$ cat config.mk
export PLATFORM = sky130hd
export DESIGN_NAME = cpu_host_ctrl
export DESIGN_NICKNAME = d
export VERILOG_FILES = /design/src/rtl/cpu_host_ctrl.sv
export SDC_FILE = /design/constraint.sdc
export NUM_CORES = 1
export LEC_CHECK = 0
export CORE_MARGIN = 1.5
export CORE_UTILIZATION = 48
export DETAILED_ROUTE_END_ITERATION = 8
export PLACE_DENSITY_LB_ADDON = 0.1
export SLEW_MARGIN = 25
export SYNTH_ARGS = -nofsm -noshare
export SYNTH_HDL_FRONTEND = slang
export SYNTH_SLANG_ARGS = --single-unit
$ cat constraint.sdc
create_clock -name clk -period 2.8 [get_ports clk]
set_input_delay 0.56 -clock clk [delete_from_list [all_inputs] [get_ports clk]]
set_output_delay 0.56 -clock clk [all_outputs]
set_load 0.01 [all_outputs]
$ cat src/rtl/cpu_host_ctrl.sv
`timescale 1ns/1ps
// Host-side job sequencer for one A-RISC cpu run: loads IRAM/DRAM from a byte
// stream, starts the CPU, times the run and streams a DRAM window back out.
module cpu_host_ctrl (
  input  logic        clk,
  input  logic        rstn,
  input  logic        s_valid,
  output logic        s_ready,
  input  logic [7:0]  s_data,
  output logic        m_valid,
  input  logic        m_ready,
  output logic [7:0]  m_data,
  output logic        cpu_start,
  input  logic        cpu_idle,
  input  logic        cpu_dram_write,
  input  logic [7:0]  cpu_dram_addr,
  input  logic [7:0]  cpu_dram_din,
  output logic        iram_we,
  output logic [7:0]  iram_waddr,
  output logic [15:0] iram_wdata,
  output logic        dram_write,
  output logic [7:0]  dram_addr,
  output logic [7:0]  dram_din,
  input  logic [7:0]  dram_dout,
  output logic        busy,
  output logic [15:0] run_cycles
);

  typedef enum logic [3:0] {
    S_HDR0, S_HDR1, S_HDR2, S_ILOAD, S_DLOAD, S_START, S_RUN, S_RD, S_OUT
  } state_e;

  state_e      state_q, state_d;
  logic [7:0]  ni_q, ni_d;
  logic [7:0]  nd_q, nd_d;
  logic [7:0]  nr_q, nr_d;
  logic [7:0]  idx_q, idx_d;
  logic        par_q, par_d;
  logic [7:0]  lo_q, lo_d;
  logic        iwe_q, iwe_d;
  logic [7:0]  iaddr_q, iaddr_d;
  logic [15:0] idata_q, idata_d;
  logic        dwe_q, dwe_d;
  logic [7:0]  daddr_q, daddr_d;
  logic [7:0]  ddin_q, ddin_d;
  logic        start_q, start_d;
  logic [15:0] run_q, run_d;
  logic [7:0]  mdat_q, mdat_d;
  logic        ofirst_q, ofirst_d;
  logic        acc;

  assign s_ready = (state_q == S_HDR0) || (state_q == S_HDR1) || (state_q == S_HDR2) ||
                   (state_q == S_ILOAD) || (state_q == S_DLOAD);
  assign acc     = s_valid && s_ready;
  assign busy    = (state_q != S_HDR0);
  assign m_valid = (state_q == S_OUT);
  // Read data arrives during the first S_OUT cycle; present it directly, then hold the copy.
  assign m_data  = ofirst_q ? dram_dout : mdat_q;

  assign cpu_start  = start_q;
  assign run_cycles = run_q;
  assign iram_we    = iwe_q;
  assign iram_waddr = iaddr_q;
  assign iram_wdata = idata_q;

  always_comb begin
    if (state_q == S_RUN) begin
      dram_write = cpu_dram_write;
      dram_addr  = cpu_dram_addr;
      dram_din   = cpu_dram_din;
    end else begin
      dram_write = dwe_q;
      dram_addr  = daddr_q;
      dram_din   = ddin_q;
    end
  end

  always_comb begin
    state_d = state_q;
    ni_d    = ni_q;
    nd_d    = nd_q;
    nr_d    = nr_q;
    idx_d   = idx_q;
    par_d   = par_q;
    lo_d    = lo_q;
    iwe_d   = 1'b0;
    iaddr_d = iaddr_q;
    idata_d = idata_q;
    dwe_d   = 1'b0;
    daddr_d = daddr_q;
    ddin_d  = ddin_q;
    run_d   = run_q;
    mdat_d  = mdat_q;

    case (state_q)
      S_HDR0: if (acc) begin
        ni_d    = s_data;
        state_d = S_HDR1;
      end
      S_HDR1: if (acc) begin
        nd_d    = s_data;
        state_d = S_HDR2;
      end
      S_HDR2: if (acc) begin
        nr_d = s_data;
        if (ni_q != 8'd0)      state_d = S_ILOAD;
        else if (nd_q != 8'd0) state_d = S_DLOAD;
        else                   state_d = S_START;
      end
      S_ILOAD: if (acc) begin
        if (!par_q) begin
          lo_d  = s_data;
          par_d = 1'b1;
        end else begin
          par_d   = 1'b0;
          iwe_d   = 1'b1;
          iaddr_d = idx_q;
          idata_d = {s_data, lo_q};
          if (idx_q == ni_q - 8'd1) begin
            idx_d   = '0;
            state_d = (nd_q != 8'd0) ? S_DLOAD : S_START;
          end else begin
            idx_d = idx_q + 8'd1;
          end
        end
      end
      S_DLOAD: if (acc) begin
        dwe_d   = 1'b1;
        daddr_d = idx_q;
        ddin_d  = s_data;
        if (idx_q == nd_q - 8'd1) begin
          idx_d   = '0;
          state_d = S_START;
        end else begin
          idx_d = idx_q + 8'd1;
        end
      end
      S_START: state_d = S_RUN;
      S_RUN: begin
        if (cpu_idle) begin
          state_d = (nr_q != 8'd0) ? S_RD : S_HDR0;
        end else if (run_q != '1) begin
          run_d = run_q + 16'd1;
        end
      end
      S_RD: state_d = S_OUT;
      S_OUT: if (m_ready) begin
        if (idx_q == nr_q - 8'd1) begin
          idx_d   = '0;
          state_d = S_HDR0;
        end else begin
          idx_d   = idx_q + 8'd1;
          state_d = S_RD;
        end
      end
      default: state_d = S_HDR0;
    endcase

    if (state_d == S_START && state_q != S_START) run_d = '0;
    if (state_d == S_RD) daddr_d = idx_d;
    if (ofirst_q) mdat_d = dram_dout;
    start_d  = (state_d == S_START);
    ofirst_d = (state_q == S_RD);
  end

  always_ff @(posedge clk or negedge rstn) begin
    if (!rstn) begin
      state_q  <= S_HDR0;
      ni_q     <= '0;
      nd_q     <= '0;
      nr_q     <= '0;
      idx_q    <= '0;
      par_q    <= 1'b0;
      lo_q     <= '0;
      iwe_q    <= 1'b0;
      iaddr_q  <= '0;
      idata_q  <= '0;
      dwe_q    <= 1'b0;
      daddr_q  <= '0;
      ddin_q   <= '0;
      start_q  <= 1'b0;
      run_q    <= '0;
      mdat_q   <= '0;
      ofirst_q <= 1'b0;
    end else begin
      state_q  <= state_d;
      ni_q     <= ni_d;
      nd_q     <= nd_d;
      nr_q     <= nr_d;
      idx_q    <= idx_d;
      par_q    <= par_d;
      lo_q     <= lo_d;
      iwe_q    <= iwe_d;
      iaddr_q  <= iaddr_d;
      idata_q  <= idata_d;
      dwe_q    <= dwe_d;
      daddr_q  <= daddr_d;
      ddin_q   <= ddin_d;
      start_q  <= start_d;
      run_q    <= run_d;
      mdat_q   <= mdat_d;
      ofirst_q <= ofirst_d;
    end
  end

endmodule
Word level (Yosys, flattened, before mapping). Index checks and enable logic that the tools add are counted.

$add $sub $neg: 5. Equality and inequality tests: 16. Muxes and demuxes: 40. Bitwise operators: 1. Reductions and logical operators: 24.

Operators by type and width (count): $mux 8 (13); $mux 16 (4); $mux 4 (10); $pmux 4 s9 (1); $eq 4x3->1 const B (6); $eq 8x8->1 (3); $pmux 8 s3 (1); $reduce_bool 8->1 (3); $sub 8x1->8 const B (3); $add 16x1->16 const B (1); $ne 16x16->1 const B (1); $reduce_and 2->1 (6); $mux 3 (3); $reduce_and 3->1 (3); $add 8x1->8 const B (1); $eq 4x2->1 const B (2); $mux 1 (8); $reduce_bool 2->1 (4); $eq 4x1->1 const B (1); $eq 4x4->1 const B (1); $logic_not 4->1 (1); $logic_or 1x1->1 (4); $ne 4x3->1 const B (1); $reduce_bool 4->1 (1); 3 further kinds (4).

Register bits after elaboration: 113. Input port bits: 38. Output and inout port bits: 70. Word-level logic and storage cells: 103.

Longest topological paths before layout. Gate-level depths: netlist of the first run.

Word-level depth: 12. Mapped depth: 11. Mapped depth without buffers: 10.

Least setup slack after synthesis of the first run. OpenSTA, ideal clock, no wires.

Kind: register to register. Start: reg nr_q[0]. End: reg daddr_q[2]. Setup time: 125 ps. Arrival: 2722 ps. Data required time: 2675 ps. Setup slack: -47 ps. Cell stages (with the launch flop): 12. Path buffers: 1. Clock period less this slack: 2847 ps. Cells stage by stage: dfrtp_1 inv_1 ha_1 or3b_4 or4_4 a211oi_2 o211ai_2 and3_1 buf_6 a32oi_2 nand4_2 mux2_4.

Elaborated cells on any way between the ends: 16. Classes of those cells: add/sub: 1; eq/ne: 2; mux: 9; reduce/logical: 4.

RTL lines: start, declared (line 36) `logic [7:0] nr_q, nr_d;`; start signal, assigned (line 189) `nr_q <= nr_d;`; $sub 8x1->8 (line 148) `if (idx_q == nr_q - 8'd1) begin`; $eq 8x8->1 (line 148); $mux 8 (line 148); $mux 8 (line 147) `S_OUT: if (m_ready) begin`; $pmux 8 s3 (line 95) `case (state_q)`; net idx_d[2] (line 37) `logic [7:0] idx_q, idx_d;`; $mux 8 (line 160) `if (state_d == S_RD) daddr_d = idx_d;`; end signal, assigned (line 197) `daddr_q <= daddr_d;`; end, declared (line 44) `logic [7:0] daddr_q, daddr_d;`.

The timed path passes the listed nets, and every way through them passes these cells. A chain may end at the register's enable or synchronous reset.

Worst setup path in the final report of the first run.
Start: reg nr_q[1]. End: reg daddr_q[2].

Same word-level chain as after synthesis.

==> results.txt, run 1 <==
Via count of the first global-routing pass: 5425. The critical path goes through inv_1 -> ha_2 -> or3b_4 -> or4_4 -> a211oi_2 -> o211ai_2 -> and3_1 -> a32oi_2 -> nand4_2 -> mux2_4. For the total nets after synthesis, the log shows 703.

The min-delay analysis places its worst path in the category in2async. The flow ran to the end, but the final reports show violations. Final hold analysis gives a worst-case slack of 175.6 ps. Number of buffers and inverters on the critical path: 1.

From synthesis to final layout, the design area changed by 39.19%. The headroom to the max-slew limit is 39.37%, and the peak ir drop on the vdd network is 0.0006947 V. The congestion estimate from routability-driven global placement came to 1.003.

The slowest stage of the critical path is the or4_4 cell. The sequential area share after synthesis was 45.30%. The biggest area consumer among synthesized cells was dfrtp_1. The area fraction of the dominant cell type after synthesis was 45.30%. The remaining antenna violation count is 0. The classification of the worst setup path is reg2reg. The number of antenna violations at the first check in global routing is 0. The number of buffer cells added on primary ports is 107, and the count of boundary I/O pins is 108. Setup repair after global routing could not meet its margin everywhere. The arrival time at the worst endpoint was 3120 ps. The most used flip-flop cell after synthesis is dfrtp_1.

The logs give 4 for the H-tree depth reported by CTS and 5567 for the via count of the routed design. After the flow finishes, the layout carries non-filler instances totaling 1001. Horizontal die dimension: 117.0 um.

The minimum clock period is 2819 ps, and the clock latency of the later-clocked register in the worst-skew pair is 420 ps. The run gives 17 as the number of clock buffers inserted by TritonCTS. The floorplan step defined a die boundary enclosing 13700 sq um. Adding up every negative setup slack in the final design gives -19.04 ps. In the final routed layout, each cell accounts on average for 18.16 um. The run gives 3100 ps as the required time at the endpoint of the critical path. TritonCTS built the clock tree. For this run, the number of Yosys warnings is 0.

The pre-CTS setup slack was -95.62 ps; the final critical-path share of the clock period was 100.7%. Counting flops and latches in the post-synthesis netlist gives 113. Fill cells in the final layout number 1049. The maximum buffer depth of the clock tree is 2. The tree is rooted in a clkbuf_16. The cell count after synthesis was 658; the violation count after the first detailed-route iteration was 457.

Total setup violations reported at the end of the flow: 1. The category of cells accounting for the largest share of critical-path delay is simple AND/OR/NAND/NOR gates. For this run, the share of the core covered by cells in the final layout is 68.57%. Before antenna repair, the detailed router went through 5 iterations.

The tools report the half-perimeter wire length after placement as 12.85 mm. The final reports fail on negative setup slack. Across every metal layer, demand over resource in global routing totals 27.95%. The average size of a mapped cell works out to 9.487 sq um. The first global-routing pass estimated 28.60 mm of wire.

For the number of failing hold endpoints at the final stage, the log shows 0. The chip height was 117.0 um. The max capacitance violation total was 0. The share of cells above drive strength 1 was 22.56%. Entering global routing, the biggest net connects 114 pins. For this run, the post-layout net count is 861. The synthesized cell area is 6242 sq um. The tools report the final count of pins violating max slew as 0. Initial standard-cell utilization of the core: 49.26%.

The floorplan has 41 rows. The number of antenna cells inserted is 0, and the number of synthesized flops with an enable pin is 0. The sort of element at the end of the critical path was a flip-flop. The cell area power density was 1040 nW/um^2. The placeable core region is 12670 sq um, and the delay of the slowest cell on the worst path is 420 ps. The highest clock frequency the design can meet was 354.7 MHz; the number of distinct library cells after synthesis was 70. Clock skew: 6.981 ps. Highest net fanout along the worst path: 5. After synthesis, the cell types taking the most area are dfrtp_1 (45%), mux2_2 (10%), nand2_1 (8.1%). The tools report the critical path startpoint category as a flip-flop. In the synthesized netlist the async set-or-reset flop fraction comes to 100.0%.

The leakage power is 4.167 nW. Clock tree synthesis found a total of 113 sinks. Clock-pin slew was measured on the worst setup and hold paths at 60 ps.

After detailed routing, the number of remaining DRC violations is 0. The remaining global-route overflow came out at 0. Across all register-to-register paths, the minimum setup slack is -20 ps.

The post-layout worst setup margin is -19.04 ps, and the routed wire length is 18.18 mm. For the pin with the worst max-slew slack, the measured transition is 909.5 ps. The number of placed instances, taps included, is 962. Using the TritonRoute via totals, the vias-per-cell ratio works out to 5.561.
-- kinds of logic (layout without fill, tap and decap cells) --
| group | count (synthesis) | in the layout | synth area share, % |
|---|---|---|---|
| AND/OR/NAND/NOR | 285 | 285 | 21.65 |
| flip-flops | 113 | 113 | 45.30 |
| AO/OA/AOI/OAI | 96 | 96 | 11.10 |
| multiplexers | 60 | 60 | 10.86 |
| buffers and inverters | 52 | 223 | 3.367 |
| XOR/XNOR | 45 | 45 | 6.314 |
| adder cells (fa/ha/maj) | 7 | 7 | 1.403 |
-- flip-flops by register name, indices dropped and copies added (netlist names) --
register    count
ofirst_q        1
state_q         4
dwe_q           1
nr_q            8
par_q           1
ni_q            8
mdat_q          8
nd_q            8
iram_we         1
iram_wdata     16
ddin_q          8
daddr_q         8
idx_q           8
run_cycles     16
cpu_start       1
iram_waddr      8
lo_q            8
-- final timing paths --
kind	start	endpoint	depth (start not counted)
max	nr_q[1]	daddr_q[2]	10
min	rstn	mdat_q[0]	2
max reg2reg	nr_q[1]	daddr_q[2]	10
min reg2reg	ddin_q[5]	ddin_q[5]	2
max in group asynchronous	rstn	iram_waddr[6]	2
min in group clk	ddin_q[5]	ddin_q[5]	2
-- cell usage after synthesis, drive strengths merged, types with 4 or more instances --
cell type	instances
o221ai	4
a211oi	5
nor2	46
o211ai	5
buf	8
ha	7
nor4	7
xor2	18
inv	18
nor2b	10
nand2b	7
o21a	4
nor3	10
a21o	5
mux2	59
and3	10
clkbuf	24
nand3	20
dfrtp	113
xnor2	27
o22ai	4
a21oi	13
nand2	134
and2	7
nand4	11
a31oi	9
o21ai	20
-- power by group --
group / switching, W / total, W / leakage (nW) / internal (W)
combinational: 0.00198 / 0.00407 / 2.42 / 0.00208
sequential: 0.000524 / 0.00276 / 1.46 / 0.00224
clock: 0.000785 / 0.00221 / 0.279 / 0.00142
-- through the flow --
step           power [W]  area [sq um]
2_1_floorplan   0.004972          6242
3_3_place_gp    0.006534          7846
3_5_place_dp    0.006648          7846
4_1_cts         0.009014          8551
5_1_grt         0.009582          8688
6_report        0.009034          8688
-- final cells by class --
cell class,count,area (sq um),area share [%]
Multi-Input combinational cell,493,3334,38.38
Sequential cell,113,2833,32.60
Tap cell,172,215.2,2.477
Inverter,20,75.07,0.8641
Clock buffer,20,446.7,5.141
Clock inverter,12,158.9,1.829
Timing Repair Buffer,171,1625,18.71
-- layer usage --
metal / up-vias / share of wire [%] / global-route usage (%)
met5: - / 0 / 0
met4: 0 / 1.7 / 9.799
met3: 24 / 6.3 / 5.664
met2: 193 / 48 / 45.07
met1: 2729 / 44 / 37.75
li1: 2621 / - / -
-- timing repair --
item                       in CTS  in global routing
gates cloned                    1                  0
resized for setup              22                 30
buffers inserted                4                  3
pin swaps                       8                 11
hold endpoints to repair        0                  0
setup endpoints to repair      43                 48
hold buffers                    0                  0
-- placed cells by master (no fill, tap or decap), types with 5 or more instances in the layout --
cell type,count
o21ai_0,14
clkdlybuf4s50_1,90
nand3_1,20
buf_4,59
clkinvlp_4,5
nand2_1,134
nor3_1,9
a21oi_1,11
nor2_1,45
xor2_1,18
a21o_1,5
clkbuf_16,17
mux2_2,57
dlymetal6s2s_1,15
xnor2_1,27
and2_1,7
dfrtp_1,109
nand2b_1,6
nor2b_1,8
nand4_1,10
nor4_1,6
a31oi_1,8
inv_1,17
and3_1,10
ha_1,6
Power figures use the tool's default switching activity.
==> run 2: changes to the inputs <==
- ABC_AREA: unset -> 1
- CORE_UTILIZATION: 48 -> 49
- PLACE_DENSITY: unset -> 0.77
- PLACE_DENSITY_LB_ADDON: 0.1 -> unset
==> run 2 against run 1 <==
The flow now finishes without violations. Clock-buffer cell count grew 3. Global-route usage shrank 2.3 points. Clock skew grew 0.64 ps. Worst setup slack gained 110 ps. Non-clock buffer count shrank 37. Synthesized area grew 3.4%. Worst hold slack gained 20 ps. Power grew 3.7%. Flip-flop and latch count is the same. Routed wire length shrank 5.2%. Synthesized cell count grew 29%. Register-to-register slack gained 340 ps. Largest power group unchanged.
==> results.txt, run 2 <==
The run finished with clean final reports. The repair_antennas step left the layout with diodes totalling 0. The overall power is 0.009370 W, and the horizontal die dimension is 117.8 um.

Average wire per cell in the routed design: 14.76 um. TritonCTS built the clock tree. The number of vias per cell works out to 5.171. Summed over its instances, the top area cell type makes up 43.80% of the synthesized netlist area. Yosys mapped the design onto 43 distinct sky130hd cell types.

After layout, the minimum clock period comes to 2707 ps. Once the floorplan was initialized, standard cells occupied 50.75% of the core. The tools report the final cell area excluding filler cells as 8477 sq um. Leaving out fill and tap cells, the most frequent cell in the layout is nand2_1. Setup violations remaining at the end of the flow were counted as 0.

The routability congestion estimate from global placement is 0.9425, and the number of synthesized flops with an enable pin is 0. The half-perimeter wire length after placement was 12.10 mm. Summed over all cells, the static leakage comes to 4.335 nW. The violation count after the first detailed-route iteration is 523, and the register share of total power is 30.6%. For this run, the leading register cell type out of synthesis is dfrtp_1. After detailed placement, the total cell area comes to 7850 sq um. For this run, the number of Yosys warnings is 0. The tools report the critical path startpoint category as a flip-flop.

The average size of a mapped cell is 7.596 sq um. The tool flagged a number of max-cap violations equal to 0. At the worst endpoint, the arrival time is 2150 ps. The headroom to the max-slew limit was 60.00%. The tools report the number of failing hold endpoints at the final stage as 0. By count the netlist is led by nand2_1 (280), dfrtp_1 (113), inv_1 (108). Setup repair after global routing left no endpoint under its margin. The global router's overall resource usage was 25.69%; the cell count after synthesis was 850. The net switching power was 0.003658 W.

Compared with the post-synthesis result, the final layout area differs by 31.30%. The run gives 0 as the number of antenna violations at the first check in global routing. The required time at the endpoint of the critical path was 2240 ps. The clock network is responsible for 23.8% of the overall power. The tree is rooted in a clkbuf_16. In the layout the commonest cells are nand2_1 (280), dfrtp_1 (112), inv_1 (108). The floorplan step defined a die boundary enclosing 13870 sq um. Transition time at the pin with the least slew margin: 600.0 ps.

The run gives 7.580 mm as the met1 wire length. Combinational logic burns 45.6% of the power. For the internal power of the cells, the log shows 0.005712 W. dfrtp_1 takes more of the synthesized area than any other cell.

Post-CTS timing repair inserted 0 buffers for setup. After synthesis, the share of flip-flops with an asynchronous set or reset is 100.0%. Clock tree synthesis found a total of 113 sinks. The highest clock frequency the design can meet is 369.4 MHz, and the routed wire length is 17.23 mm. Across the VDD grid, the largest voltage drop is 0.0005205 V.

For the via count of the first global-routing pass, the log shows 5627. The maximum buffer depth of the clock tree came out at 2. Summing over every cut layer, the via total after detailed routing is 6035. The run gives 0 as the final count of pins violating max slew. The number of clock buffers inserted by TritonCTS is 17.

The synthesis-stage register bit count was 113; the highest net fanout along the worst path was 12. Clock latency on the worst-skew pair, taken at its later pin, is 420 ps. The clock arrives with 7.624 ps of skew. The number of buffer cells added on primary ports was 107. Dividing total power by cell area gives a power density of 1105 nW/um^2. The remaining global-route overflow is 0. Most frequently used cell type in the post-synthesis netlist: nand2_1.

Top metal layer carrying routed signals: met4. Worst hold path class: in2async. The first global-routing pass estimated 28.15 mm of wire.

The clock transition time at the flip-flop clock pins of the worst setup and hold paths came out at 50 ps. The core region is 12720 sq um. Once detail routing completed, the nets flagged for antenna violations numbered 0.

The floorplan has 41 rows. For the count of boundary I/O pins, the log shows 108. STA classifies the critical path endpoint as an output port. For the pin count of the biggest net entering global routing, the log shows 114. The classification of the worst setup path was reg2out. Yosys attributes the largest share of cell area to dfrtp_1 (44%), nand2_1 (16%), inv_1 (6.3%).

The share of cells above drive strength 1 is 11.86%. The tools report the first-pass detailed-route iteration total as 5. The sequential area share after synthesis is 43.80%.

The setup total negative slack was 0 ps; the switching share of power was 39.04%. The synthesized cell area was 6456 sq um. The detailed-route DRC error count was 0; the sum of met3 wire segment lengths after detailed routing was 1.163 mm. For the total nets after synthesis, the log shows 895. The final critical-path share of the clock period was 96.68%. The chip height was 117.8 um; the routed length on met2 was 8.009 mm. The net count of the finished layout is 1027.

The H-tree was split into 4 levels.
[run 2: cell count changes in the layout (fill, tap and decap cells not counted), moves of 15 or more]
| cell | before | now |
|---|---|---|
| mux2_2 | 57 | 25 |
| nand3_1 | 20 | 43 |
| buf_4 | 59 | 26 |
| o21ai_0 | 14 | 73 |
| inv_1 | 17 | 108 |
| clkdlybuf4s50_1 | 90 | 106 |
| nor2_1 | 45 | 60 |
| xnor2_1 | 27 | 5 |
| dlymetal6s2s_1 | 15 | 0 |
| nand2_1 | 134 | 280 |
[run 2: worst paths after layout]
path / start / end / slack, ps / cells past startpoint
max: state_q[2] / dram_din[0] / 90 / 6
min: rstn / iram_wdata[5] / 200 / 2
max reg2reg: ni_q[0] / run_cycles[11] / 320 / 15
min reg2reg: lo_q[4] / iram_wdata[4] / 470 / 2
max in group asynchronous: rstn / state_q[1] / 2110 / 2
min in group clk: lo_q[4] / iram_wdata[4] / 470 / 2
[run 2: critical path: stages (launching register included)]
cell,delay (ps)
dfrtp_1,440
inv_2,120
nor2_8,50
nand2_2,90
buf_6,190
mux2_2,360
clkdlybuf4s50_1,480
[run 2: cell type report]
cell class | instances | area (sq um)
tap | 172 | 215.2
inverter | 119 | 447.9
multi-input combinational | 597 | 3080
timing repair buffer | 134 | 1287
clock buffer | 23 | 488.0
sequential | 113 | 2829
clock inverter | 9 | 128.9
fill | 1075 | 4245
[run 2: kinds of logic (layout without fill, tap and decap cells)]
| logic type | Yosys count | in the layout | share of synthesized area, % |
|---|---|---|---|
| multiplexers | 25 | 25 | 4.360 |
| flip-flops | 113 | 113 | 43.80 |
| buffers and inverters | 140 | 285 | 8.566 |
| AO/OA/AOI/OAI | 100 | 100 | 8.178 |
| AND/OR/NAND/NOR | 431 | 431 | 28.92 |
| adder cells (fa/ha/maj) | 7 | 7 | 1.357 |
| XOR/XNOR | 34 | 34 | 4.826 |
[run 2: power groups by stage]
| stage | Clock [W] | Sequential [W] | Combinational (W) |
|---|---|---|---|
| final | 0.00223 | 0.00286 | 0.00427 |
| after global placement | 0 | 0.00286 | 0.00413 |
| after detailed placement | 0 | 0.00287 | 0.00421 |
| after CTS | 0.00225 | 0.00286 | 0.00426 |
| after global routing | 0.00234 | 0.00295 | 0.00476 |
| after floorplan | 0 | 0.00277 | 0.00268 |
[run 2: per-layer routing]
metal | track usage (%) | up-vias
met4 | 10.82 | 0
met3 | 6.153 | 41
met1 | 33.32 | 2831
li1 | - | 2940
met2 | 41.23 | 223
met5 | 0 | -
[run 2: what timing repair did]
| item | in CTS | in global routing |
|---|---|---|
| gates resized for setup | 0 | 4 |
| endpoints found under the hold margin | 0 | 0 |
| hold buffers | 0 | 0 |
| endpoints found under the setup margin | 0 | 18 |
[run 2: metrics by stage]
step                      setup WS (ps)  util, %  hold WS, ps  instances
after floorplan                   737.9        -        264.4        850
after global placement            431.0    61.70        451.7       1135
after detailed placement          365.7    61.70        455.2       1135
after CTS                         1.469    66.55        249.7       1167
after global routing              8.301    66.63        272.4       1167
final                             92.86    66.63        196.0       1167
==> run 3: changes to the inputs <==
- ABC_CLOCK_PERIOD_IN_PS: unset -> 2800
==> results of run 3 <==
Same layout as run 2: the final DEF is identical, and so are final timing and power.
